File: src/rtl/fft_pkg.sv
// Shared constants and state encoding for the 128-point radix-2 SDF FFT
// sequencer (fft_seq_ctrl and its fill tracker).
package fft_pkg;

    localparam int N        = 7;                    // log2(FFT length)
    localparam int FFT_LEN  = 2**N;                 // samples per frame
    localparam int PIPE_LAT = FFT_LEN - 1 + N;      // advances from entry to result
    localparam int PEND_W   = 9;                    // holds PIPE_LAT + FFT_LEN
    localparam int ADV_W    = $clog2(PIPE_LAT + 1); // holds 0..PIPE_LAT

    typedef enum logic [1:0] {
        IDLE  = 2'd0,
        RUN   = 2'd1,
        FLUSH = 2'd2
    } state_t;

endpackage

File: src/rtl/fft_fill_tracker.sv
// Pipeline fill tracker: counts advances since the stream started (adv,
// saturating at PIPE_LAT), samples in flight (pend) and the output bin
// index (out_idx). Decides which pipeline output samples are real results.
module fft_fill_tracker
    import fft_pkg::*;
(
    input  logic clk,
    input  logic rst_n,
    input  logic pipe_en,    // pipeline advances this cycle
    input  logic in_zero,    // the advancing sample is a flush zero
    input  logic clr,        // sequencer is entering IDLE
    output logic out_valid,  // pipeline output is a real result
    output logic out_sop,    // that result is bin 0 of a frame
    output logic last_emit,  // this emit empties the pipeline
    output logic pend_zero   // nothing in flight
);

    logic [ADV_W-1:0]  adv;
    logic [PEND_W-1:0] pend;
    logic [N-1:0]      out_idx;
    logic              accept;
    logic              adv_full;

    assign adv_full  = (adv == ADV_W'(PIPE_LAT));
    assign accept    = pipe_en & ~in_zero;
    assign out_valid = pipe_en & adv_full & (pend != '0);
    assign out_sop   = out_valid & (out_idx == '0);
    assign last_emit = out_valid & ~accept & (pend == PEND_W'(1));
    assign pend_zero = (pend == '0);

    // Track fill level, in-flight count and output bin index.
    // NOTE: sequential state uses non-blocking assignments so every register
    // samples pre-edge values regardless of statement order.
    always_ff @(posedge clk or negedge rst_n) begin
        if (!rst_n) begin
            adv     <= '0;
            pend    <= '0;
            out_idx <= '0;
        end else begin
            case ({accept, out_valid})
                2'b10:   pend <= pend + PEND_W'(1);
                2'b01:   pend <= pend - PEND_W'(1);
                default: pend <= pend;
            endcase
            if (clr) begin
                adv     <= '0;
                out_idx <= '0;
            end else begin
                if (pipe_en && !adv_full)
                    adv <= adv + ADV_W'(1);
                if (out_valid)
                    out_idx <= out_idx + N'(1);
            end
        end
    end

endmodule

File: src/rtl/fft_seq_ctrl.sv
// Master sequencer for the 128-point radix-2 SDF FFT pipeline. Generates the
// stage counter cnt_1 and the pipeline advance strobe, flushes the pipeline
// with zeros after the last frame and flags valid output samples.
// Optional feature macro FFT_CTRL_SOP_CHK_EN: adds the in_sop port and a
// sticky sop_err flag for a start-of-frame marker seen mid-frame; without it
// sop_err is tied low.
module fft_seq_ctrl
    import fft_pkg::*;
(
    input  logic         clk,
    input  logic         rst_n,
    input  logic         in_valid,
`ifdef FFT_CTRL_SOP_CHK_EN
    input  logic         in_sop,
`endif
    output logic [N-1:0] cnt_1,
    output logic         pipe_en,
    output logic         in_zero,
    output logic         out_valid,
    output logic         out_sop,
    output logic         busy,
    output logic         sop_err
);

    state_t state;
    state_t state_nxt;
    logic   clr;
    logic   last_emit;
    logic   pend_zero;
    logic   at_boundary;

    assign at_boundary = (cnt_1 == '0);
    assign busy        = (state != IDLE);

    // State register.
    always_ff @(posedge clk or negedge rst_n) begin
        if (!rst_n)
            state <= IDLE;
        else
            state <= state_nxt;
    end

    // Next state, advance strobe, flush select and IDLE-entry clear.
    // NOTE: every output gets a default before the case so no path infers a latch.
    always_comb begin
        state_nxt = state;
        pipe_en   = 1'b0;
        in_zero   = 1'b0;
        clr       = 1'b0;
        case (state)
            IDLE: begin
                pipe_en = in_valid;
                if (in_valid)
                    state_nxt = RUN;
            end
            RUN: begin
                pipe_en = in_valid;
                // A gap mid-frame simply stalls; a gap on a frame boundary
                // starts the flush (or goes idle if nothing is in flight).
                if (!in_valid && at_boundary) begin
                    if (!pend_zero) begin
                        state_nxt = FLUSH;
                    end else begin
                        state_nxt = IDLE;
                        clr       = 1'b1;
                    end
                end
            end
            FLUSH: begin
                pipe_en = 1'b1;
                if (in_valid && at_boundary) begin
                    state_nxt = RUN;
                end else begin
                    in_zero = 1'b1;
                    if (last_emit) begin
                        state_nxt = IDLE;
                        clr       = 1'b1;
                    end
                end
            end
            default: begin
                state_nxt = IDLE;
                clr       = 1'b1;
            end
        endcase
    end

    // Stage counter: one step per advance, wraps naturally at FFT_LEN,
    // restarts at 0 whenever the sequencer goes idle.
    always_ff @(posedge clk or negedge rst_n) begin
        if (!rst_n)
            cnt_1 <= '0;
        else if (clr)
            cnt_1 <= '0;
        else if (pipe_en)
            cnt_1 <= cnt_1 + N'(1);
    end

`ifdef FFT_CTRL_SOP_CHK_EN
    // Sticky start-of-frame error; the counter is deliberately not resynchronised.
    always_ff @(posedge clk or negedge rst_n) begin
        if (!rst_n)
            sop_err <= 1'b0;
        else if (in_valid && in_sop && !at_boundary)
            sop_err <= 1'b1;
    end
`else
    assign sop_err = 1'b0;
`endif

    fft_fill_tracker u_fill (
        .clk       (clk),
        .rst_n     (rst_n),
        .pipe_en   (pipe_en),
        .in_zero   (in_zero),
        .clr       (clr),
        .out_valid (out_valid),
        .out_sop   (out_sop),
        .last_emit (last_emit),
        .pend_zero (pend_zero)
    );

endmodule

File: config.mk
export PLATFORM = sky130hd
export DESIGN_NAME = fft_seq_ctrl
export DESIGN_NICKNAME = d
export VERILOG_FILES = /design/src/rtl/fft_pkg.sv /design/src/rtl/fft_fill_tracker.sv /design/src/rtl/fft_seq_ctrl.sv
export SDC_FILE = /design/constraint.sdc
export NUM_CORES = 1
export LEC_CHECK = 0
export ABC_CLOCK_PERIOD_IN_PS = 3300
export CAP_MARGIN = 20
export CORE_MARGIN = 3
export CORE_UTILIZATION = 60
export CTS_BUF_LIST = sky130_fd_sc_hd__clkbuf_2 sky130_fd_sc_hd__clkbuf_4 sky130_fd_sc_hd__clkbuf_8
export DETAILED_ROUTE_END_ITERATION = 8
export HOLD_SLACK_MARGIN = 0.06
export MAX_ROUTING_LAYER = met4
export PLACE_DENSITY = 0.82
export SYNTH_ARGS = -nofsm -noshare
export SYNTH_HDL_FRONTEND = slang
export SYNTH_SLANG_ARGS = --single-unit
File: constraint.sdc
create_clock -name clk -period 3.3 [get_ports clk]
set_clock_uncertainty 0.2 [all_clocks]
set_input_delay 0.66 -clock clk [delete_from_list [all_inputs] [get_ports clk]]
set_output_delay 0.66 -clock clk [all_outputs]
set_load 0.02 [all_outputs]
Word-level counts from Yosys, hierarchy flattened:

Cells that the tools add are included.

* register bits after elaboration: 33
* output and inout bits: 13

* add/sub/neg operators: 5
* equality and inequality tests: 9
* mux-type cells: 21
* bitwise operators: 8
* reductions and logical operators: 17

Operator list (count)
* two-way mux 7 bit: 4
* case mux 9 bit (2 select lines): 1
* two-way mux 8 bit: 2
* adder 7 x 1 -> 7 bit (second input constant): 2
* zero test 7 bit: 2
* two-way mux 2 bit: 5
* nonzero test 2 bit: 5
* adder 9 x 1 -> 9 bit (second input constant): 1
* == test 9 x 1 -> 1 bit (second input constant): 1
* zero test 9 bit: 1
* nonzero test 9 bit: 1
* subtractor 9 x 1 -> 9 bit (second input constant): 1
* adder 8 x 1 -> 8 bit (second input constant): 1
* == test 8 bit (second input constant): 1
* bitwise AND 1 bit: 6
* two-way mux 1 bit: 6
* case mux 2 bit (3 select lines): 1
* == test 2 x 1 -> 1 bit (second input constant): 2
* == test 2 bit (second input constant): 2
* != test 2 bit (second input constant): 2
* logical AND 1 bit: 3
* != test 3 bit (second input constant): 1
* case mux 1 bit (3 select lines): 1
* AND reduction 3 bit: 1
* other kinds (5): 7

Depth between registers and ports, before layout:

Gate-level depths: netlist of the first run.

* depth after elaboration: 13
* mapped depth: 12

By module:

From an unflattened synthesis of the first run, not the netlist that was laid out.

* cells, all modules: 208
* area total of the unflattened synthesis: 2033.2 um^2

Modules (own cells, without submodules)
* fft_fill_tracker: times used 1, cells an instance 151, area an instance 1490.2 um^2, seq. area each 600.6 um^2
* fft_seq_ctrl: times used 1, cells an instance 57, area an instance 543.0 um^2, seq. area each 225.2 um^2

Worst setup path after synthesis of the first run:

Ideal clock, no wire load.

* path kind: register to register
* from: register cnt_1[0]
* to: register u_fill.pend[8]
* data arrival time: 3.048 ns
* data required time: 2.974 ns
* slack: -0.074 ns
* stages on the path, launching flop included: 13
* path buffers: 0
* cell sequence: dfrtp_1 inv_1 ha_1 or4b_1 nor3_1 a21boi_0 nand2b_1 ha_1 nand4b_1 or2_2 a21oi_1 nand2_1 xnor2_1

* longest elaborated chain between the ends: 8
* elaborated cells between the ends (all ways): 10
* classes of those cells: eq/ne (2); mux (3); bitwise (2); reduce/logical (3)

Ends and longest elaborated chain
* start: declaration: line fft_seq_ctrl.sv:16 `output logic [N-1:0] cnt_1,`
* start signal: assignment: line fft_seq_ctrl.sv:96 `cnt_1 <= cnt_1 + N'(1);`
* zero test 7 bit *: line fft_seq_ctrl.sv:32 `assign at_boundary = (cnt_1 == '0);`
* logical AND 1 bit *: line fft_seq_ctrl.sv:71 `if (in_valid && at_boundary) begin`
* two-way mux 1 bit *: line fft_seq_ctrl.sv:71
* two-way mux 1 bit *: line fft_seq_ctrl.sv:50 `case (state)`
* named net in_zero: line fft_seq_ctrl.sv:18 `output logic in_zero,`
* NOT 1 bit *: line fft_fill_tracker.sv:25 `assign accept = pipe_en & ~in_zero;`
* bitwise AND 1 bit *: line fft_fill_tracker.sv:25
* == test 2 x 1 -> 1 bit / == test 2 bit (equally long branches): line fft_fill_tracker.sv:40 `case ({accept, out_valid})`
* case mux 9 bit (2 select lines) / nonzero test 2 bit (equally long branches)
* end signal: assignment: line fft_fill_tracker.sv:41 `2'b10: pend <= pend + PEND_W'(1);`
* end signal: assignment: line fft_fill_tracker.sv:42 `2'b01: pend <= pend - PEND_W'(1);`
* end signal: assignment: line fft_fill_tracker.sv:43 `default: pend <= pend;`
* end: declaration: line fft_fill_tracker.sv:19 `logic [PEND_W-1:0] pend;`

The timed path passes the listed nets; every way through them passes the cells marked *.
A chain may end at the register's enable or synchronous reset.

Worst setup path in the final report of the first run:

* from: input in_valid
* to: output pipe_en

* longest elaborated chain between the ends: 1

Ends and longest elaborated chain
* start: declaration: line fft_seq_ctrl.sv:12 `input logic in_valid,`
* case mux 1 bit (2 select lines): line fft_seq_ctrl.sv:50
* end: declaration: line fft_seq_ctrl.sv:17 `output logic pipe_en,`

Every way passes these cells.

==> results.yml, run 1 <==
final_layout:
  area_delta_synth_final_pct: 15.2
  drive_gt1_frac: 0.138
  diodes: 0
  fillCellCount: 223
  nNetsFinal: 237
timing:
  layout_setup_ws_ps: 165
  hold_viol_final: 0
  setup_violations: 0
  final-max-slew-violation-count: 0
  max_freq_ghz: 0.319
  rsz0062_at_grt: "no"
  tns_ps: 0
  finalCritPeriodShare: 0.950
  finalCriticalPeriod_ps: 3130
  maxSlewHeadroom: 0.559
  tightest_slew_ps: 658
die:
  core_area_mm2: 0.00292
  num_rows: 19
  io_pins: 16
  start_util: 0.662
  die_area_mm2: 0.00395
  die_y_um: 62.8
  die_x_um: 62.8
placement:
  gp_congestion: 0.838
  io_buffers: 14
  hpwl_um: 2910
  pre_cts_slack_ps: -0.806
global_route:
  grt.overflow.total: 0
  grt_pass1_vias: 1544
  grt_max_degree: 34
  grt_pass1_wl_um: 6920
  grt_use_total: 0.231
  antenna_found_initial: 0
pwr:
  p_sw_w: 0.000683
  powerDensity_mw_per_mm2: 720
  intPower_w: 0.000923
  pwr-share-seq: 0.431
  power_frac_comb: 0.428
  vdd_drop_max_mv: 0.471
  clkPwrFrac: 0.141
  sw_frac_of_total: 0.425
  leakagePower_nw: 1.01
cts:
  clkTransAtPathRegs_ps: 100
  cts_max_level: 2
  worstSkewPairLatency_ps: 350
  hold_buffers: 0
  root_buffer: "clkbuf_4"
  clock_sinks: 33
  cts_tree: "done"
  cts_inserted_buffers: 5
  clockBufferDepth: 2
setup_path:
  r2r_cells: 12
  critical_path_required_ps: 2440
  r2r_slack_ps: 180
  cp.buffers_inverters: 4
  worstReg2RegStart: "cnt_1[0]"
  critPathMostFrequentCell: "clkdlybuf4s50_1"
  end_kind: "output port"
  worst-setup-path-type: "input pin to output port"
  cp_slowest_stage_delay_ps: 620
  crit_fanout: 5
  start_kind: "input pin"
  critical_path_arrival_ps: 2270
  r2r_end: "u_fill.pend[8]"
  path_delay_family: "buffers and inverters"
  crit_cells: 6
  crit_chain: "clkdlybuf4s50_1, and2b_1, nor2_1, buf_4, inv_1, clkdlybuf4s50_1"
  slowest_stage: "clkdlybuf4s50_1"
synth:
  yosysWarnings: 0
  synthesis.area_mm2: 0.00194
  synth-seq-cells: 33
  synth_fp_nets: 210
  synth.distinct_cells: 43
  yosysTopAreaCellShare: 0.426
  synth_edf_count: 0
  synthTopCellsByArea: "dfrtp_1 (43%), ha_1 (7.1%), xnor2_1 (5.9%)"
  netlist_instances: 196
  netlist.top_cell.by_area: "dfrtp_1"
  ys_seq_area_frac: 0.426
  synthFlopType: "dfrtp_1"
  syn_area_per_cell_um2: 9.88
  async_flop_share: 1.00
worst_hold_path:
  min_from: "u_fill.pend[7]"
  min_to: "u_fill.pend[7]"
  hold_path.class: "flip-flop to flip-flop"
  whs_path_depth: 1
route:
  via_per_inst: 5.67
  first_pass_iters: 4
  vias: 1507
  drt_wl_total_um: 3960
  drcViolationCount: 0
  first_iter_violations: 105
  drtAntennaViolNets: 0
  routedWlPerCell_um: 14.9
run:
  drv_cap: 0
outcome:
  outcome: "finished clean"
## state kept, by name, summed over array words and instances, names as in the netlist
| register | count |
|---|---|
| u_fill.adv | 8 |
| cnt_1 | 7 |
| u_fill.out_idx | 7 |
| u_fill.pend | 9 |
| state | 2 |
## timing repair
action | 4_1_cts | 5_1_grt
endpoints found under the setup margin | 3 | 0
endpoints found under the hold margin | 0 | 0
resized for setup | 4 | 0
setup buffers | 0 | 0
## per-layer routing
layer	share of wire	global-route usage	vias up
met5	0	-	-
met4	0.018	0.0882	0
met3	0.046	0.0755	8
met2	0.51	0.370	36
met1	0.42	0.269	733
li1	-	-	730
## worst reg2reg max path, stage by stage (launching register included)
cell and delay (ps):
dfrtp_1 420, inv_1 140, ha_1 150, or4b_1 440
nor3_2 160, a21boi_1 100, nand2b_1 180, ha_1 270
nand4b_1 220, or2_2 310, a21oi_1 190, nand2_1 100
xnor2_1 130
## how the worst max path moves through the flow
stage / start / to
after global placement: in_valid / out_sop
after floorplan: cnt_1[0] / u_fill.pend[8]
after CTS: in_valid / pipe_en
after detailed placement: in_valid / out_sop
after global routing: u_fill.pend[5] / u_fill.pend[6]
final: in_valid / pipe_en
## layout make-up
| cell class | count | area, um^2 | area share |
|---|---|---|---|
| multi-input combinational | 149 | 1040 | 0.468 |
| sequential | 33 | 826 | 0.370 |
| timing repair buffer | 25 | 219 | 0.0981 |
| tap | 42 | 52.6 | 0.0236 |
| clock buffer | 5 | 37.5 | 0.0168 |
| inverter | 9 | 33.8 | 0.0151 |
| clock inverter | 3 | 17.5 | 0.00785 |
## Yosys cell counts, drive strengths merged, types with 3 or more instances
master	number
nor4	5
nand2	15
inv	9
ha	11
nand3	4
mux2i	3
buf	3
nand4	5
or3	3
xor2	13
nor2	25
xnor2	13
dfrtp	33
nor3	3
or4	4
or2	3
o21ai	8
a21oi	7
nor4b	3
## placed cells by master, fill, tap and decap left out, types with 2 or more instances in the layout
cell type / Yosys / layout
nor3_1: 3 / 2
a21oi_1: 6 / 6
ha_1: 11 / 11
or2_2: 3 / 3
xnor2_1: 13 / 13
nand4b_1: 2 / 2
clkbuf_4: 0 / 5
clkdlybuf4s50_1: 0 / 11
inv_1: 9 / 9
mux2i_1: 3 / 3
nor4b_1: 2 / 2
dfrtp_1: 33 / 33
nand3_1: 4 / 4
and3_1: 2 / 2
nand2b_1: 2 / 2
o21ai_0: 8 / 8
and2b_1: 2 / 2
xor2_1: 13 / 13
nand2_1: 15 / 15
or4_1: 3 / 3
or3_1: 3 / 3
dlygate4sd2_1: 0 / 3
nor2_1: 25 / 25
buf_4: 1 / 11
clkinv_2: 0 / 2
nand4_1: 5 / 5
nor4_1: 5 / 5
## through the flow
step / instances / area, um^2 / total power, W / util / hold slack, ps
2_1_floorplan: 196 / 1940 / 0.00114 / - / 164
3_3_place_gp: 258 / 2170 / 0.00132 / 0.744 / 292
3_5_place_dp: 258 / 2170 / 0.00137 / 0.744 / 313
4_1_cts: 266 / 2230 / 0.00161 / 0.763 / 331
5_1_grt: 266 / 2230 / 0.00173 / 0.763 / 362
6_report: 266 / 2230 / 0.00161 / 0.763 / 321
## cell families (layout without fill, tap and decap cells)
group                    count (synthesis)  after routing  synth area share
AO/OA/AOI/OAI                           23             23            0.0782
XOR/XNOR                                26             26             0.118
adder cells (fa/ha/maj)                 11             11            0.0711
buffers and inverters                   14             42            0.0368
flip-flops                              33             33             0.426
multiplexers                             3              3            0.0155
other                                    1              1           0.00194
AND/OR/NAND/NOR                         85             85             0.253
## power by group through the flow
stage / sequential [W] / combinational, W / clock [W]
after global placement: 0.000680 / 0.000641 / 0
after CTS: 0.000686 / 0.000689 / 0.000231
after floorplan: 0.000687 / 0.000448 / 0
final: 0.000692 / 0.000687 / 0.000227
after global routing: 0.000717 / 0.000754 / 0.000257
after detailed placement: 0.000693 / 0.000675 / 0
Power figures use the tool's default switching activity.
==> run 2: changes to the inputs <==
Settings changed: CORE_MARGIN 3 to not set.
==> results.yml, run 2 (synthesis results as in run 1) <==
route:
  first_iter_violations: 83
  routedWlPerCell_um: 13.9
  drt_wl_total_um: 3720
  drtAntennaViolNets: 0
  vias: 1471
  via_per_inst: 5.51
  first_pass_iters: 4
  drcViolationCount: 0
pwr:
  powerDensity_mw_per_mm2: 711
  pwr-share-seq: 0.432
  sw_frac_of_total: 0.402
  leakagePower_nw: 1.02
  power_frac_comb: 0.420
  clkPwrFrac: 0.148
  p_sw_w: 0.000640
  vdd_drop_max_mv: 0.360
  intPower_w: 0.000952
final_layout:
  nNetsFinal: 236
  post-route-util: 0.733
  diodes: 0
  reg_top3: "u_fill.pend x9, u_fill.adv x8"
  layout_common_cells: "dfrtp_1 (33), nor2_1 (25), nand2_1 (15)"
  instances_no_fill: 267
  top_register: "u_fill.pend"
  drive_gt1_frac: 0.139
  layout_commonest_cell: "dfrtp_1"
  area_delta_synth_final_pct: 15.6
  largest_register_ffs: 9
global_route:
  grt.overflow.total: 0
  grt_max_degree: 34
  grt_pass1_vias: 1491
  grt_pass1_wl_um: 6400
  antenna_found_initial: 0
  grt_use_total: 0.259
cts:
  cts_inserted_buffers: 5
  clock_sinks: 33
  clkTransAtPathRegs_ps: 90
  clockBufferDepth: 2
  cts_tree: "done"
  worstSkewPairLatency_ps: 340
  cts_max_level: 2
  root_buffer: "clkbuf_4"
placement:
  dp_cells: 259
  hpwl_um: 2760
  gp_congestion: 0.889
  io_buffers: 14
timing:
  rsz0062_at_grt: "no"
  finalCriticalPeriod_ps: 3130
  max_freq_ghz: 0.320
  setup_violations: 0
  maxSlewHeadroom: 0.589
  tightest_slew_ps: 613
  tns_ps: 0
  final-max-slew-violation-count: 0
  hold_viol_final: 0
  finalCritPeriodShare: 0.947
setup_path:
  crit_fanout: 4
  r2r_slack_ps: 170
  slowest_stage: "or4b_1"
  start_kind: "flip-flop"
  cp_slowest_stage_delay_ps: 450
  worst-setup-path-type: "flip-flop to flip-flop"
  r2r_cells: 12
  crit_chain: "inv_1, ha_1, or4b_1, nor3_2, a21boi_1, nand2b_1, ha_1, nand4b_1, or2_2, a21oi_2, nand2_1, xnor2_1"
  worstReg2RegStart: "cnt_1[0]"
  critPathMostFrequentCell: "ha_1"
  r2r_end: "u_fill.pend[8]"
  critical_path_arrival_ps: 3150
  critical_path_required_ps: 3320
  end_kind: "flip-flop"
worst_hold_path:
  hold_path.class: "flip-flop to flip-flop"
  min_from: "u_fill.pend[7]"
  whs_path_depth: 1
  min_to: "u_fill.pend[7]"
run:
  drv_cap: 0
die:
  die_area_mm2: 0.00346
  die_x_um: 58.8
  io_pins: 16
  die_y_um: 58.8
  start_util: 0.634
  core_area_mm2: 0.00305
  num_rows: 20
outcome:
  outcome: "finished clean"
==> run 2: cell count changes in the layout (fill, tap and decap cells not counted), sizes merged <==
cell and change:
clkbuf +3, clkinv -2, buf -1, clkinvlp -1
dlygate4sd2 -1, dlymetal6s2s +1
==> run 2: worst max-delay path by stage <==
stage	start	endpoint	slack [ps]	depth (start not counted)
after floorplan	cnt_1[0]	u_fill.pend[8]	50	12
after global placement	in_valid	out_sop	5	6
after detailed placement	in_valid	out_sop	10	6
after CTS	cnt_1[0]	in_zero	10	6
after global routing	cnt_1[0]	u_fill.pend[6]	20	12
final	cnt_1[0]	u_fill.pend[8]	170	12
==> run 2: power groups by stage <==
stage	Combinational [W]	Clock [W]	Sequential [W]
floorplan	0.000448	0	0.000687
global placement	0.000638	0	0.000682
detailed placement	0.000666	0	0.000695
CTS	0.000671	0.000244	0.000687
global route	0.000743	0.000256	0.000712
finish	0.000669	0.000235	0.000688
==> run 2: timing repair <==
| item | in CTS | in global routing |
|---|---|---|
| hold buffers | 0 | 0 |
| buffers inserted | 0 | 0 |
| gates resized for setup | 2 | 3 |
| setup endpoints to repair | 2 | 3 |
==> run 2: layer usage <==
layer / vias up / part of all wire / track usage / wire (um)
met5: - / 0 / - / 0
met4: 0 / 0.018 / 0.136 / 67
met3: 7 / 0.027 / 0.0527 / 102
met2: 19 / 0.53 / 0.446 / 1980
met1: 718 / 0.42 / 0.280 / 1570
li1: 727 / - / - / -
==> run 2: final cells by class <==
cell class / count / area (um^2)
multi-input cells: 149 / 1050
flip-flops and latches: 33 / 826
fillers: 235 / 815
repair buffers: 24 / 215
clock buffers: 8 / 60.1
well taps: 44 / 55.1
inverters: 9 / 33.8
==> run 2: per-stage QoR <==
step	setup WS [ps]	area (um^2)	hold WS (ps)	total power, W
6_report	173	2240	333	0.00159
5_1_grt	15.1	2240	343	0.00171
4_1_cts	10.3	2230	328	0.00160
3_5_place_dp	10.6	2170	312	0.00136
3_3_place_gp	4.61	2170	296	0.00132
2_1_floorplan	52.0	1940	164	0.00114
==> run 2: worst max-delay path, delay by kind of cell, from the launching register on <==
family / cells / cell delay [ps]
xor+xnor: 1 / 120
compound gates: 2 / 290
flops: 1 / 400
buf+inv: 1 / 130
simple gates: 6 / 1460
fa+ha+maj: 2 / 400
==> run 3: changes to the inputs <==
Settings changed: PLACE_DENSITY 0.82 to 0.88.
==> results.yml, run 3 (synthesis results as in run 1) <==
die:
  num_rows: 20
  die_area_mm2: 0.00346
  die_y_um: 58.8
  die_x_um: 58.8
  core_area_mm2: 0.00305
  start_util: 0.634
  io_pins: 16
global_route:
  grt.overflow.total: 0
  grt_pass1_vias: 1597
  grt_use_total: 0.262
  antenna_found_initial: 0
  grt_pass1_wl_um: 6560
  grt_max_degree: 34
route:
  drtAntennaViolNets: 0
  drt_wl_total_um: 3900
  drcViolationCount: 0
  via_per_inst: 5.74
  vias: 1532
  first_pass_iters: 4
  routedWlPerCell_um: 14.6
  first_iter_violations: 84
timing:
  layout_setup_ws_ps: 160
  max_freq_ghz: 0.319
  tns_ps: 0
  whs_ps: 319
  maxSlewHeadroom: 0.568
  final-max-slew-violation-count: 0
  setup_violations: 0
  finalCriticalPeriod_ps: 3140
  rsz0062_at_grt: "no"
  tightest_slew_ps: 646
  hold_viol_final: 0
  finalCritPeriodShare: 0.951
final_layout:
  nNetsFinal: 236
  layout_commonest_cell: "dfrtp_1"
  area_delta_synth_final_pct: 15.6
  ff_latch_area_um2: 826
  fin_area_mm2: 0.00224
  instances_no_fill: 267
  diodes: 0
  multiInputGateArea_mm2: 0.00105
  largest_register_ffs: 9
  fillCellCount: 215
  layout_common_cells: "dfrtp_1 (33), nor2_1 (25), nand2_1 (15)"
  top_register: "u_fill.pend"
  reg_top3: "u_fill.pend x9, u_fill.adv x8"
  drive_gt1_frac: 0.143
cts:
  cts_tree: "done"
  worstSkewPairLatency_ps: 340
  clkTransAtPathRegs_ps: 110
  post_cts_buffers: 0
  clock_sinks: 33
  clockBufferDepth: 2
  cts_inserted_buffers: 5
  root_buffer: "clkbuf_4"
  cts_max_level: 2
outcome:
  outcome: "finished clean"
pwr:
  leakagePower_nw: 1.01
  powerDensity_mw_per_mm2: 715
  vdd_drop_max_mv: 0.357
setup_path:
  slowest_stage: "or4_4"
  start_kind: "flip-flop"
  critical_path_arrival_ps: 2280
  critical_path_required_ps: 2440
  cp_slowest_stage_delay_ps: 590
  crit_chain: "or4_4, nor4b_4, nor3_1, and4b_1, dlygate4sd2_1"
  crit_fanout: 5
  worst-setup-path-type: "flip-flop to output port"
  end_kind: "output port"
placement:
  hpwl_um: 2870
  pre_cts_slack_ps: 10.5
  dp_cells: 259
  postPlaceCellArea_mm2: 0.00217
  gp_congestion: 0.819
  io_buffers: 14
run:
  drv_cap: 0
worst_hold_path:
  hold_path.class: "flip-flop to flip-flop"
[run 3: final cells by class]
type / count / area share
repair buffers: 24 / 0.0961
clock buffers: 6 / 0.0201
well taps: 44 / 0.0246
clock inverters: 2 / 0.00447
inverters: 9 / 0.0151
multi-input cells: 149 / 0.471
flip-flops and latches: 33 / 0.369
[run 3: routing by layer]
layer / track usage / vias to the layer above / wire, um
li1: - / 731 / -
met1: 0.270 / 765 / 1590
met2: 0.476 / 28 / 2120
met3: 0.0615 / 8 / 123
met4: 0.102 / 0 / 61
met5: - / - / 0
[run 3: path summary, 6_finish.rpt]
kind	cells after the start	slack [ps]	startpoint	to
hold / removal	1	320	u_fill.pend[7]	u_fill.pend[7]
hold reg to reg	1	320	u_fill.pend[7]	u_fill.pend[7]
min in group asynchronous	2	530	rst_n	cnt_1[6]
setup reg to reg	12	210	cnt_1[1]	u_fill.pend[8]
max in group asynchronous	2	2060	rst_n	u_fill.pend[3]
setup / recovery	5	160	u_fill.pend[6]	out_sop
[run 3: worst max-delay path, delay by kind of cell, from the launching register on]
family | cells | cell delay, ps
flip-flops | 1 | 450
AND/OR/NAND/NOR | 4 | 1170
buffers and inverters | 1 | 320
[run 3: power breakdown]
part / switching [W] / total, W / leakage, nW / internal [W]
clock: 0.000135 / 0.000224 / 0.0354 / 0.0000893
combinational: 0.000366 / 0.000686 / 0.550 / 0.000320
sequential: 0.000165 / 0.000691 / 0.429 / 0.000526
[run 3: what timing repair did]
action                                  CTS  global route
endpoints found under the hold margin     0             0
endpoints found under the setup margin    3             3
gates resized for setup                   3             4
hold buffers                              0             0
[run 3: per-stage QoR]
stage	power, W	utilization
after global placement	0.00131	0.711
after detailed placement	0.00136	0.711
after floorplan	0.00114	-
after CTS	0.00160	0.730
final	0.00160	0.734
after global routing	0.00173	0.734
==> RTL edit, RTL diff (config.mk and constraints of run 2) <==
`PEND_W`: 9 -> 8.
--- a/src/rtl/fft_pkg.sv
+++ b/src/rtl/fft_pkg.sv
@@ -6,5 +6,5 @@
     localparam int FFT_LEN  = 2**N;                 // samples per frame
     localparam int PIPE_LAT = FFT_LEN - 1 + N;      // advances from entry to result
-    localparam int PEND_W   = 9;                    // holds PIPE_LAT + FFT_LEN
+    localparam int PEND_W   = 8;                    // holds PIPE_LAT + FFT_LEN
     localparam int ADV_W    = $clog2(PIPE_LAT + 1); // holds 0..PIPE_LAT
 
Function: same outputs for any inputs over 10 cycles, from zero or initial values and one cycle with rst_n low; that may be too few to reach the edited logic, so the function may still have changed.
==> RTL edit against run 2 <==
  * Sequential cell count decreased by 1
  * Largest cell class unchanged
  * Critical endpoint is now out_valid
  * Synthesized area decreased by 2.6%
  * Wire length increased by 5.1%
  * Setup slack got worse by 77 ps
  * Final area decreased by 3.1%
  * Fmax decreased by 2.4%
  * Total power decreased by 8.7%
  * Highest routed layer unchanged
==> RTL edit: results (changes against run 2) <==
- Post-Place Worst Slack: 55.15 ps (was 10.61 ps)
- FILL cells: 211 (was 235)
- Initial drt markers: 62 (was 83)
- Met2 Track Usage GR: 47.62% (was 44.64%)
- Post-Place Cell Area: 2111 sq um (was 2170 sq um)
- Post-Syn Nets: 205 (was 210)
- Worst setup margin: 96.54 ps (was 173.3 ps)
- Capturing point of the worst reg2reg path: u_fill.pend[7] (was u_fill.pend[8])
- Critical Path Slowest Stage Cell: clkdlybuf4s50_1 (was or4b_1)
- Met3 GRT Util: 6.027% (was 5.275%)
- CP arrival: 2340 ps (was 3150 ps)
- Tot GR Track Use: 28.42% (was 25.92%)
- Drt via density: 5.767 (was 5.509)
- Placer Congestion: 0.8843 (was 0.8889)
- Routed wire length: 3914 um (was 3723 um)
- M1 WL: 1635 um (was 1571 um)
- Placed cell count: 251 (was 259)
- R2R cell count: 13 (was 12)
- Via count: 1488 (was 1471)
- Share of layout cells above drive strength 1: 13.43% (was 13.90%)
- Metal3 WL: 146 um (was 102 um)
- Vias in the first global route: 1524 (was 1491)
- Peak fanout along the critical path: 4 (unchanged)
- Slew HR: 64.65% (was 58.94%)
- Switching share of power: 40.81% (was 40.19%)
- Pin count of the biggest net entering global routing: 33 (was 34)
- Synth cell types: 40 (was 43)
- Crit. Startpoint: in_valid (was cnt_1[0])
- Hold Slack: 282.9 ps (was 333.5 ps)
- Worst path max stage delay: 600 ps (was 450 ps)
- Met1 GRT Util: 32.80% (was 28.01%)
- # resized after CTS: 0 (was 2)
- Post-DP HPWL: 2850 um (was 2759 um)
- Leakage power: 0.001002 uW (was 0.001020 uW)
- VDD IR-drop max: 0.4444 mV (was 0.3596 mV)
- P_sw: 593.4 uW (was 639.7 uW)
- Regs by FF count: u_fill.adv: 8 flops, u_fill.pend: 8 flops (was u_fill.pend: 9 flops, u_fill.adv: 8 flops)
- Outcome: finished, final reports clean (unchanged)
- Top cells by area, synth: dfrtp_1 42%, ha_1 7.3%, xor2_1 6.5% (was dfrtp_1 43%, ha_1 7.1%, xnor2_1 5.9%)
- Avg Cell Area, Syn: 9.879 sq um (was 9.882 sq um)
- DR WL met2: 1989 um (was 1982 um)
- Crit path capture: out_valid (was u_fill.pend[8])
- Register area share after synthesis: 42.44% (was 42.64%)
- Final net count: 230 (was 236)
RTL edit: logic make-up (layout without fill, tap and decap cells):
| logic type | Yosys count | in the layout | share of synthesized area (%) |
|---|---|---|---|
| AOI/OAI and AO/OA | 22 | 22 | 7.361 |
| xor gates and xnor gates | 25 | 25 | 11.60 |
| adders and majority gates | 11 | 11 | 7.294 |
| buffers and inverters | 14 | 39 | 4.575 |
| DFF | 32 | 32 | 42.44 |
| other | 1 | 1 | 0.1987 |
| and+or+nand+nor | 86 | 86 | 26.53 |
RTL edit: critical path: cells and delay by family:
| kind | cells | cell delay [ps] |
|---|---|---|
| and+or+nand+nor | 3 | 430 |
| buffers and inverters | 3 | 1250 |
RTL edit: area by class of cell:
cell class	count	area (sq um)	share of cell area, %
clock inverter	1	5.005	0.2307
inverter	8	30.03	1.384
clock buffer	6	45.04	2.076
timing repair buffer	24	232.7	10.73
sequential	32	802.0	36.97
tap	42	52.55	2.422
multi-input combinational	145	1002	46.19
